==> src/rtl/msx_core_switch.sv <==
`default_nettype none
// +------------------------------------------------------------------------+
// | msx_core_switch : selects one of up to four MSX cores at runtime, with  |
// | drain-to-vblank, reset hold and optional VRAM clear on every change.    |
// | Rev 1.0                                                                  |
// +------------------------------------------------------------------------+
module msx_core_switch #(
   parameter int NUM_CORES     = 2,
   parameter int VRAM_BANKS    = 2,
   parameter int VRAM_AW       = 16,
   parameter int HOLD_CYCLES   = 1024,
   parameter int DRAIN_TIMEOUT = 430000,
   parameter int CLEAR_VRAM    = 1
) (
   input  logic                            clk21m,
   input  logic                            reset_n,
   input  logic [1:0]                      typ_req,
   input  logic                            soft_reset,
   input  logic                            wr_n,
   output logic [NUM_CORES-1:0]            core_wr_n,
   output logic [NUM_CORES-1:0]            core_reset,
   input  logic [8*NUM_CORES-1:0]          core_d_to_cpu,
   input  logic [NUM_CORES-1:0]            core_busrq,
   input  logic [24*NUM_CORES-1:0]         core_rgb,
   input  logic [6*NUM_CORES-1:0]          core_sync,
   input  logic [8*NUM_CORES-1:0]          core_ram_bank,
   input  logic [VRAM_AW*NUM_CORES-1:0]    core_vram_addr,
   input  logic [8*NUM_CORES-1:0]          core_vram_do,
   input  logic [VRAM_BANKS*NUM_CORES-1:0] core_vram_we,
   output logic [7:0]                      d_to_cpu,
   output logic                            dataBusRQ,
   output logic [7:0]                      R,
   output logic [7:0]                      G,
   output logic [7:0]                      B,
   output logic                            HS,
   output logic                            VS,
   output logic                            DE,
   output logic                            hblank,
   output logic                            vblank,
   output logic                            vdp_int_n,
   output logic [7:0]                      ram_bank,
   output logic [VRAM_AW-1:0]              vram_addr,
   output logic [7:0]                      vram_do,
   output logic [VRAM_BANKS-1:0]           vram_we,
   output logic [1:0]                      active,
   output logic                            busy
);

   localparam int c_vram_depth = 1 << VRAM_AW;
   localparam int c_max_a      = (DRAIN_TIMEOUT > HOLD_CYCLES) ? DRAIN_TIMEOUT : HOLD_CYCLES;
   localparam int c_max        = (c_max_a > c_vram_depth) ? c_max_a : c_vram_depth;
   localparam int c_cnt_w      = $clog2(c_max + 1);

   localparam logic [c_cnt_w-1:0] c_drain_last = c_cnt_w'(DRAIN_TIMEOUT - 1);
   localparam logic [c_cnt_w-1:0] c_hold_last  = c_cnt_w'(HOLD_CYCLES - 1);
   localparam logic [c_cnt_w-1:0] c_clear_last = c_cnt_w'(c_vram_depth - 1);
   localparam logic [c_cnt_w-1:0] c_one        = c_cnt_w'(1);

   typedef enum logic [1:0] {
      ST_RUN   = 2'd0,
      ST_DRAIN = 2'd1,
      ST_HOLD  = 2'd2,
      ST_CLEAR = 2'd3
   } state_t;

   state_t               state_q;
   logic [1:0]           active_q;
   logic [1:0]           target_q;
   logic [c_cnt_w-1:0]   cnt_q;
   logic                 vblank_q;

   // Per-core views padded to four entries so a 2-bit index is always in range.
   logic [7:0]            w_d_arr     [4];
   logic                  w_busrq_arr [4];
   logic [23:0]           w_rgb_arr   [4];
   logic [5:0]            w_sync_arr  [4];
   logic [7:0]            w_bank_arr  [4];
   logic [VRAM_AW-1:0]    w_vaddr_arr [4];
   logic [7:0]            w_vdo_arr   [4];
   logic [VRAM_BANKS-1:0] w_vwe_arr   [4];

   for (genvar i = 0; i < 4; i++) begin : g_unpack
      if (i < NUM_CORES) begin : g_core
         assign w_d_arr[i]     = core_d_to_cpu[8*i +: 8];
         assign w_busrq_arr[i] = core_busrq[i];
         assign w_rgb_arr[i]   = core_rgb[24*i +: 24];
         assign w_sync_arr[i]  = core_sync[6*i +: 6];
         assign w_bank_arr[i]  = core_ram_bank[8*i +: 8];
         assign w_vaddr_arr[i] = core_vram_addr[VRAM_AW*i +: VRAM_AW];
         assign w_vdo_arr[i]   = core_vram_do[8*i +: 8];
         assign w_vwe_arr[i]   = core_vram_we[VRAM_BANKS*i +: VRAM_BANKS];
      end else begin : g_pad
         assign w_d_arr[i]     = '0;
         assign w_busrq_arr[i] = 1'b0;
         assign w_rgb_arr[i]   = '0;
         assign w_sync_arr[i]  = '0;
         assign w_bank_arr[i]  = '0;
         assign w_vaddr_arr[i] = '0;
         assign w_vdo_arr[i]   = '0;
         assign w_vwe_arr[i]   = '0;
      end
   end

   logic [5:0]            w_sel_sync;
   logic                  w_run;
   logic                  w_clear;
   logic                  w_req_valid;
   logic                  w_vb_rise;
   logic [NUM_CORES-1:0]  w_mine;

   assign w_sel_sync  = w_sync_arr[active_q];
   assign w_run       = (state_q == ST_RUN);
   assign w_clear     = (state_q == ST_CLEAR);
   assign w_req_valid = ({30'd0, typ_req} < 32'(NUM_CORES));
   assign w_vb_rise   = w_sel_sync[1] & ~vblank_q;

   for (genvar i = 0; i < NUM_CORES; i++) begin : g_gate
      assign w_mine[i]     = w_run && (active_q == 2'(i));
      assign core_reset[i] = ~w_mine[i];
      assign core_wr_n[i]  = w_mine[i] ? wr_n : 1'b1;
   end

   // Sync bit order within a core: {HS, VS, DE, hblank, vblank, int_n}.
   assign d_to_cpu  = w_run ? w_d_arr[active_q] : 8'hFF;
   assign dataBusRQ = w_run & w_busrq_arr[active_q];
   assign {R, G, B} = w_run ? w_rgb_arr[active_q] : 24'h0;
   assign HS        = w_sel_sync[5];
   assign VS        = w_sel_sync[4];
   assign DE        = w_run & w_sel_sync[3];
   assign hblank    = w_sel_sync[2];
   assign vblank    = w_sel_sync[1];
   assign vdp_int_n = w_run ? w_sel_sync[0] : 1'b1;
   assign ram_bank  = w_bank_arr[active_q];
   assign vram_addr = w_clear ? cnt_q[VRAM_AW-1:0] : w_vaddr_arr[active_q];
   assign vram_do   = w_clear ? 8'h00 : w_vdo_arr[active_q];
   assign vram_we   = w_clear ? {VRAM_BANKS{1'b1}} :
                      (w_run ? w_vwe_arr[active_q] : {VRAM_BANKS{1'b0}});
   assign active    = active_q;
   assign busy      = ~w_run;

   always_ff @(posedge clk21m or negedge reset_n) begin
      if (!reset_n) begin
         state_q  <= ST_HOLD;
         active_q <= 2'd0;
         target_q <= 2'd0;
         cnt_q    <= '0;
         vblank_q <= 1'b0;
      end else begin
         vblank_q <= w_sel_sync[1];
         case (state_q)
            ST_RUN: begin
               if (w_req_valid && (typ_req != active_q)) begin
                  target_q <= typ_req;
                  state_q  <= ST_DRAIN;
                  cnt_q    <= '0;
               end else if (soft_reset) begin
                  target_q <= active_q;
                  state_q  <= ST_DRAIN;
                  cnt_q    <= '0;
               end
            end
            ST_DRAIN: begin
               if (w_vb_rise || (cnt_q == c_drain_last)) begin
                  active_q <= target_q;
                  state_q  <= ST_HOLD;
                  cnt_q    <= '0;
               end else begin
                  cnt_q <= cnt_q + c_one;
               end
            end
            ST_HOLD: begin
               if (cnt_q == c_hold_last) begin
                  cnt_q   <= '0;
                  state_q <= (CLEAR_VRAM != 0) ? ST_CLEAR : ST_RUN;
               end else begin
                  cnt_q <= cnt_q + c_one;
               end
            end
            ST_CLEAR: begin
               if (cnt_q == c_clear_last) begin
                  cnt_q   <= '0;
                  state_q <= ST_RUN;
               end else begin
                  cnt_q <= cnt_q + c_one;
               end
            end
            default: begin
               state_q <= ST_HOLD;
               cnt_q   <= '0;
            end
         endcase
      end
   end

endmodule
`default_nettype wire

==> config.mk <==
export PLATFORM = sky130hd
export DESIGN_NAME = msx_core_switch
export DESIGN_NICKNAME = d
export VERILOG_FILES = /design/src/rtl/msx_core_switch.sv
export SDC_FILE = /design/constraint.sdc
export NUM_CORES = 1
export LEC_CHECK = 0
export CAP_MARGIN = 40
export CORE_ASPECT_RATIO = 1.25
export CORE_MARGIN = 4
export CORE_UTILIZATION = 31
export CTS_CLUSTER_DIAMETER = 50
export DETAILED_ROUTE_END_ITERATION = 10
export PLACE_DENSITY = 0.88
export SYNTH_ARGS = -nofsm -noshare
export SYNTH_HDL_FRONTEND = slang
export SYNTH_SLANG_ARGS = --single-unit
==> constraint.sdc <==
create_clock -name clk21m -period 3.1 [get_ports clk21m]
set_input_delay 0.93 -clock clk21m [delete_from_list [all_inputs] [get_ports clk21m]]
set_output_delay 0.93 -clock clk21m [all_outputs]
set_load 0.05 [all_outputs]
# --- Word-level counts from Yosys, hierarchy flattened ---
# Index checks and enable logic that the tools add are counted.
op_classes:
  mux: 47
  n_eq_ne: 12
  n_addsub: 1
  n_bitwise: 8
  reduce_logical: 10
  n_lt_le_gt_ge: 2
ops:
  columns: ["op", "count"]
  rows:
  - ["2-to-1 mux 19 bit", 5]
  - ["one-hot mux 19 bit (4 select lines)", 1]
  - ["2-to-1 mux 24 bit", 3]
  - ["2-to-1 mux 8 bit", 8]
  - ["binary-select mux 24 bit (select 2 bit)", 1]
  - ["binary-select mux 8 bit (select 2 bit)", 3]
  - ["2-to-1 mux 16 bit", 3]
  - ["binary-select mux 16 bit (select 2 bit)", 1]
  - ["2-to-1 mux 2 bit", 11]
  - ["adder 19 x 1 -> 19 bit, second input constant", 1]
  - ["== test 19 x 10 -> 1 bit, second input constant", 1]
  - ["== test 19 x 16 -> 1 bit, second input constant", 1]
  - ["== test 19 bit, second input constant", 1]
  - ["binary-select mux 6 bit (select 2 bit)", 1]
  - ["2-to-1 mux 6 bit", 2]
  - ["one-hot mux 2 bit (4 select lines)", 1]
  - ["2-to-1 mux 1 bit", 5]
  - ["binary-select mux 2 bit (select 2 bit)", 1]
  - ["== test 2 x 1 -> 1 bit, second input constant", 2]
  - ["== test 2 bit, second input constant", 2]
  - ["zero test 2 bit", 2]
  - ["inequality test 2 bit, second input constant", 2]
  - ["inverter 1 bit", 4]
  - ["AND reduction 2 bit", 2]
  - ["12 further kinds", 16]
totals:
  reg_bits: 26
  wordCells: 85
  in_bits: 152
  output_inout_bits: 80

# --- Logic depth before layout (Yosys ltp) ---
# Gate-level depths: netlist of run 1.
logic_depth:
  depth_word: 8
  mapped_depth: 8
  depth_no_buf: 7

# --- Worst setup path after synthesis of run 1 ---
# Ideal clock, no wire load.
synth_timing:
  path_type: "reg2out"
  startpoint: "register active_q[0] (netlist: active[0])"
  endpoint: "output d_to_cpu[3]"
  arrival_ns: 2.976
  path_stages_with_launch: 6
  path_slack_ns: -0.806
  n_path_buf: 3
  required_time_ns: 2.170
  path_cell_list: "dfrtp_1 -> clkbuf_1 -> buf_1 -> buf_1 -> mux2i_1 -> o21ai_0"
synth_via:
  elab_chain_cells: 5
synth_rtl:
  columns: ["element", "line", "rtl"]
  rows:
  - ["from (decl)", "67", "logic [1:0] active_q;"]
  - ["from (signal assigned)", "164", "active_q <= target_q;"]
  - ["inverter 2 -> 3 bit (not written as such)", "124", "assign d_to_cpu = w_run ? w_d_arr[active_q] : 8'hFF;"]
  - ["binary-select mux 8 bit (select 2 bit)", "124", null]
  - ["2-to-1 mux 8 bit (not written as such) (2 in a row)", "124", null]
  - ["2-to-1 mux 8 bit", "124", null]
  - ["to (decl)", "30", "output logic [7:0] d_to_cpu,"]
# Every way passes these cells. The select of a mux whose other input is x is not followed.

# --- Worst setup path after layout of run 1 ---
layout_timing:
  startpoint: "register state_q[1]"
  endpoint: "output vram_we[1]"
layout_via:
  elab_chain_cells: 3
  elab_cells_between_ends: 4
  classes_between: "1 x eq/ne; 2 x mux; 1 x reduce/logical"
layout_rtl:
  columns: ["element", "line", "rtl"]
  rows:
  - ["from (decl)", "66", "state_t state_q;"]
  - ["from (signal assigned)", "174", "state_q <= (CLEAR_VRAM != 0) ? ST_CLEAR : ST_RUN;"]
  - ["zero test 2 bit", "112", "assign w_run = (state_q == ST_RUN);"]
  - ["2-to-1 mux 2 bit", "137", "(w_run ? w_vwe_arr[active_q] : {VRAM_BANKS{1'b0}});"]
  - ["2-to-1 mux 2 bit *", "136", "assign vram_we = w_clear ? {VRAM_BANKS{1'b1}} :"]
  - ["to (decl)", "44", "output logic [VRAM_BANKS-1:0] vram_we,"]
# Mark *: on every way between the ends. The rest lies on a longest branch, timed or not.

==> flow_results.org, run 1 <==
** Worst setup path
- The worst setup path is launched from a flip-flop.
- Data arrival at the endpoint of the critical path :: around 2.1 ns
- The setup path with the least slack is of type flip-flop to primary output.
- Crit path top cell by count :: buf_12
- On the critical path the largest part of the delay comes from flip-flops.
- The largest single stage delay on the critical path is 0.57 ns.
- Sequence of cells on the critical path :: inv_1 > ha_1 > clkinvlp_4 > nor3b_2 > buf_12 > a221o_2 > buf_12
- Maximum fanout along the worst path :: 30
- On the critical path, the stage with the largest delay is an instance of dfstp_2.
- Crit end category :: primary output
- Critical path data required time :: ~2.2 ns
- The critical path contains buffers and inverters numbering 4 combined.

** Routing
- The detailed router finished its first iteration with 103 violations.
- Vias/cell :: about 5.2
- The detail route stage leaves a number of antenna-violating nets equal to 0.
- Pre-antenna DRT Iters :: 4
- Dividing the detail-routed wire length by the instance count gives 19.74 um.
- In the routed design, unresolved DRC markers number 0.
- DRT Wirelength :: approximately 12000 um
- Vias after detailed routing :: 3244

** Global route
- Via count of the first global-routing pass :: 3420
- Wire length of the first global-routing pass :: 17620 um
- Entering global routing, the biggest net connects 31 pins.
- The initial antenna violation count came to 1.
- For this run the aggregate overflow at the end of global routing stands at 0.
- Global router's overall resource usage :: 0.2389

** Pwr
- VDD sags by at most 0.5519 mV.
- Total power :: 4.989 mW
- For this design the ratio of total power to cell area is 887.2 nW/um2.
- Leak :: 2.338 nW

** Timing
- The number of pins exceeding their max-slew limit in the final report is 0.
- Achievable clock frequency :: 332.2 MHz
- Of the available clock period, the critical path in the final layout requires 0.9712.
- The worst path needs 3.011 ns of the cycle, external delays included.
- Slew at the pin closest to its max-slew limit :: 0.6752 ns
- The hold violation total from the final report was 0.
- RSZ-0062 raised after global routing :: true
- The clock arrives with between 0.002 and 0.0025 ns of skew.
- Relative slew slack :: 0.5457
- Final setup violating endpoints :: 0
- Hold is met by 0.5106 ns.
- In the final timing run, aggregate negative setup slack is 0 ns.
- Setup slack on the critical path of the routed design comes to 0.08934 ns.

** Synthesis
- Synthesis produced 299 cells.
- During synthesis, Yosys emitted a total of 0 warnings.
- Sequential fraction of the synthesis area :: 0.2623
- Netlist area before placement :: between 2000 and 2500 um2
- Counting every net in the synthesized netlist gives between 400 and 500.
- In this run, synthesis produced a sequential element count of 26.
- Counting flops with a built-in enable in the synthesized netlist gives 0.
- In the synthesized netlist the async set-or-reset flop fraction comes to 1.000.
- For this run, the leading register cell type out of synthesis is dfrtp_1.
- Counting distinct cell types in the post-synthesis netlist gives 39.
- Each instance of the synthesized netlist takes up on average just over 8 um2.

** Final layout
- Nets :: 683
- Once layout is complete, the cells apart from fillers number 620.
- Final design instance area without fill :: between 5000 and 6000 um2
- Syn-to-layout area delta :: 126.3%
- Area taken by flip-flops and latches :: 653.1 um2
- Share of layout cells above drive strength 1 :: 0.3378
- Area of the multi-input gates :: 1886 um2
- The library cell used most frequently in the layout, excluding fill and tap cells, is clkdlybuf4s50_1.
- End-of-flow core utilization :: 0.7216
- Final-layout fill cell count :: just under 600
- Leaving out fill and tap cells, the most frequent cells in the layout are clkdlybuf4s50_1, buf_12, mux2i_1.

** Place
- In this run the tool buffered the top-level ports with around 230 buffer cells.
- Summing all placed instances gives a cell area of between 5000 and 6000 um2.
- After detailed placement, the design holds a cell count of 613.
- Worst Setup Slack post-DPL :: ~0.15 ns
- GP Congestion :: 0.8358
- The HPWL after detailed placement is 10280 um.

** Clocking
- After clock tree synthesis, the clock-pin slew on the worst setup and hold paths is 0.09 ns.
- In this run the clock root is driven by a clkbuf_8.
- Bufs on Longest Clock Path :: 2
- TritonCTS built the clock tree.
- Clock insertion delay at the later pin of the skew report :: 0.27 ns
- Clock tree sinks :: 26
- In this run the number of H-tree levels came out at 1.
- In this run, CTS created clock tree buffers numbering 3.

** Floorplanning
- Starting density of the core :: 0.3189
- Boundary Pins :: around 230
- The floorplan step defined a die boundary enclosing between 9000 and 10000 um2.
- Vert. Die Dim :: 108.1 um
- Horizontal die dimension :: between 80 and 90 um
- FP Rows :: 36
- Core area :: 7792 um2

** Run
- The tool flagged a number of max-cap violations equal to 0.

** Run status
- Outcome :: completed

** Hold path
- Min-Delay Path Class :: flip-flop to flip-flop
==> final cells by class <==
type,instances,area share
repair buffers,245,0.5096
multi-input cells,243,0.3353
flip-flops and latches,26,0.1162
well taps,95,0.02114
clock buffers,3,0.007343
clock inverters,1,0.005340
inverters,6,0.004673
diodes,1,0.0004450
==> worst reg2reg max path, cell delays in order, from the launching register on <==
cell     delay, ns
dfrtp_1       0.44
ha_1          0.25
nand2_1       0.13
or4b_1        0.59
o21a_1        0.28
nor4_1        0.47
mux2_2        0.40
==> power by group <==
part	internal, mW	switching, mW	total (mW)
Combinational	1.80	2.46	4.25
Sequential	0.389	0.0645	0.453
Clock	0.173	0.110	0.283
==> path summary, 6_finish.rpt <==
kind	end	slack, ns	from	depth (start not counted)
hold reg to reg	target_q[0]	0.51	target_q[0]	2
hold / removal	target_q[0]	0.51	target_q[0]	2
setup / recovery	vram_we[1]	0.09	state_q[1]	7
setup reg to reg	state_q[1]	0.48	cnt_q[0]	6
max in group asynchronous	state_q[1]	1.79	reset_n	2
min in group asynchronous	cnt_q[2]	1.01	reset_n	2
==> metal layers <==
metal | track usage | vias up | wire length [um]
met5 | 0 | - | 0
met4 | 0.07667 | 0 | 339
met3 | 0.04802 | 25 | 1081
met2 | 0.4677 | 163 | 6749
met1 | 0.2473 | 1512 | 4070
li1 | - | 1544 | -
==> timing repair <==
item | 4_1_cts | 5_1_grt
hold buffers | 0 | 0
buffers inserted | 0 | 2
pin swaps | 0 | 0
endpoints found under the hold margin | 0 | 0
setup endpoints to repair | 27 | 32
resized for setup | 2 | 2
==> flip-flops by register name, indices dropped and copies added (netlist names) <==
| register | count |
|---|---|
| target_q | 2 |
| active | 2 |
| vblank_q | 1 |
| state_q | 2 |
| cnt_q | 19 |
==> synth_stat cells (all sizes together) (4+ instances only) <==
master | n | area share
buf | 4 | 0.0091
xor2 | 11 | 0.039
inv | 6 | 0.0091
nand4 | 5 | 0.013
mux2i | 46 | 0.19
a22o | 27 | 0.096
mux2 | 4 | 0.018
o21ai | 28 | 0.056
nand3 | 4 | 0.0081
clkbuf | 20 | 0.030
nor2 | 42 | 0.063
ha | 6 | 0.030
nor3 | 7 | 0.014
dfrtp | 25 | 0.25
nand2 | 26 | 0.039
xnor2 | 6 | 0.021
==> logic make-up after synthesis <==
family	count (synthesis)	share of synthesized area
xor gates and xnor gates	17	0.05992
DFF	26	0.2623
AOI/OAI and AO/OA	66	0.1974
and+or+nand+nor	104	0.1984
buffers and inverters	30	0.04834
adders and majority gates	6	0.03021
muxes	50	0.2034
No activity file was read; power rests on OpenSTA's default activity.
==> run 2, diff against run 1 <==
--- a/config.mk
+++ b/config.mk
@@ -11,7 +11,7 @@
 export CORE_UTILIZATION = 31
 export CTS_CLUSTER_DIAMETER = 50
 export DETAILED_ROUTE_END_ITERATION = 10
-export PLACE_DENSITY = 0.88
+export PLACE_DENSITY = 0.78
 export SYNTH_ARGS = -nofsm -noshare
 export SYNTH_HDL_FRONTEND = slang
 export SYNTH_SLANG_ARGS = --single-unit
==> run 2 against run 1 <==
Compared with the run above:
- register-to-register slack gained 0.11 ns
- non-clock buffer count is the same
- worst hold slack lost 0.0024 ns
- wire length grew 3.1%
- critical endpoint is now vram_addr[9]
- largest power group unchanged
- highest routed layer unchanged
==> flow_results.org, run 2 (synthesis results as in run 1) <==
** Run status
- The run finished with clean final reports.

** Clocking
- In this run the number of H-tree levels came out at 1.
- For this design, the sink count on the clock tree is 26.
- Bufs on Longest Clock Path :: 2
- Clock tree from TritonCTS :: done
- Clock tree synthesis selected as its root buffer the cell clkbuf_8.
- Number of buffers inserted by hold repair at cts :: 0
- TritonCTS Buffers :: 3
- The clock reaches the later pin of the worst-skew pair after 0.27 ns.
- CTS clk-pin slew, worst paths :: ~0.090 ns

** Final layout
- Most common library cell in the layout ignoring fill and taps :: clkdlybuf4s50_1
- Nets :: 683
- Share of layout cells above drive strength 1 :: 0.3378
- Number of flip-flops under the largest register name :: 19
- Syn-to-layout area delta :: 125.4%
- Non-filler cells in the finished layout :: 619
- Register with the highest flop count :: cnt_q
- Most frequent cells in the layout :: clkdlybuf4s50_1, buf_12, mux2i_1
- Final antenna diode count :: 0
- Final design instance area without fill :: around 5600 um2

** Worst setup path
- Data on the critical path is required at its endpoint by ~2.2 ns.
- The worst setup path is captured at a primary output.
- The critical path is of the flip-flop to primary output type.
- Data arrival at the endpoint of the critical path :: 2.06 ns
- The worst setup path is launched from a flip-flop.
- In this run the worst path has a maximum fanout of 15.

** Global route
- The via count of the first global-routing pass was around 3.2k.
- Pin count of the biggest net entering global routing :: 31
- Grt total ovfl :: 0
- Global router's overall resource usage :: 0.2482
- Antenna violations before repair :: 0
- Wire length of the first global-routing pass :: 17980 um

** Timing
- Setup violations remaining at the end of the flow were counted as 0.
- Static timing analysis puts the maximum clock frequency at approximately 330 MHz.
- Shortest clock period the worst path allows after layout :: 2.987 ns
- Max Clock Skew :: 0.004497 ns
- Slew at the pin closest to its max-slew limit :: approximately 0.65 ns
- The number of pins exceeding their max-slew limit in the final report is 0.
- Setup repair after global routing left no endpoint under its margin.
- Final period utilization :: 0.9636
- Worst Slack Setup Final :: 0.1128 ns
- Hold violation count in the final report :: 0
- The worst pin sits at a relative slew slack of 0.5641.

** Place
- The number of placed instances, taps included, is 613.
- HPWL Detailed :: 10680 um
- Number of port buffers :: about 230
- Standard cell area after detailed placement :: 5528 um2
- At the end of routability-driven placement, the weighted congestion stood at slightly below 1.
- Before CTS, the worst setup slack after placement is 0.1954 ns.

** Routing
- Pre-antenna DRT Iters :: 4
- After detailed routing, the number of vias per cell comes to 5.199.
- After the first detailed-routing iteration, the DRC count stood at around 140.
- In the final routed layout, each cell accounts on average for 20.40 um.
- Vias after detailed routing :: about 3.2k
- In the routed design, unresolved DRC markers number 0.
- Antenna violation net count after detailed routing :: 0
- DRT Wirelength :: 12630 um

** Floorplanning
- Boundary Pins :: 232
- Starting density of the core :: 0.3189
- Die Outline Area :: between 9000 and 10000 um2
- Horizontal die dimension :: ~88 um
- Row generation in the floorplan step produced 36 rows.
- Vert. Die Dim :: 108.1 um
- The total area inside the core boundary comes to between 7000 and 8000 um2.

** Hold path
- In this run the worst hold path is classified as flip-flop to flip-flop.

** Pwr
- IR drop worst, VDD :: roughly 0.95 mV
- Leak :: between 2 and 2.5 nW
- Pwr Density :: just under 900 nW/um2

** Run
- Max-cap violations in this run came to 0.
[run 2: worst max-delay path: stages (launching register included)]
cell     delay (ns)
dfrtp_1        0.43
ha_1           0.22
or2_2          0.50
buf_4          0.28
o21ai_2        0.14
buf_4          0.21
[run 2: routing by layer]
metal / wire [um] / track usage / vias to the layer above
li1: - / - / 1532
met1: 4858 / 0.3196 / 1504
met2: 6244 / 0.4283 / 166
met3: 1335 / 0.05335 / 16
met4: 187 / 0.04536 / 0
met5: 0 / 0 / -
[run 2: what timing repair did]
item,4_1_cts,5_1_grt
resized for setup,2,1
setup buffers,0,2
cloned,0,0
endpoints found under the setup margin,26,28
pin swaps,0,1
[run 2: final timing paths]
| path | to | slack, ns | cells after the start | startpoint |
|---|---|---|---|---|
| worst max register to register | cnt_q[13] | 0.59 | 8 | state_q[1] |
| max in group asynchronous | cnt_q[10] | 1.48 | 2 | reset_n |
| worst min register to register | target_q[0] | 0.51 | 2 | target_q[0] |
| worst max-delay path | vram_addr[9] | 0.11 | 5 | state_q[0] |
| worst min-delay path | target_q[0] | 0.51 | 2 | target_q[0] |
| min in group asynchronous | target_q[1] | 1.01 | 1 | reset_n |
[run 2: layout make-up]
cell class	instances	area, um2
Timing Repair Buffer	245	2875
Sequential cell	26	653.1
Tap cell	95	118.9
Multi-Input combinational cell	243	1883
Clock buffer	4	45.04
Inverter	6	26.28
Fill cell	604	2191
[run 2: report_power, final]
group	internal, mW	switching (mW)
combinational	1.80	2.46
clock	0.0920	0.101
sequential	0.388	0.0724
[run 2: per-stage QoR]
| stage | utilization | hold WS (ns) | total power [mW] | TNS (ns) |
|---|---|---|---|---|
| floorplan | - | 0.4460 | 2.928 | -3.059 |
| global placement | 0.7094 | 0.4675 | 4.656 | 0 |
| detailed placement | 0.7094 | 0.4903 | 4.698 | 0 |
| CTS | 0.7164 | 0.5103 | 4.907 | 0 |
| global route | 0.7189 | 0.5362 | 5.103 | 0 |
| finish | 0.7189 | 0.5082 | 4.908 | 0 |
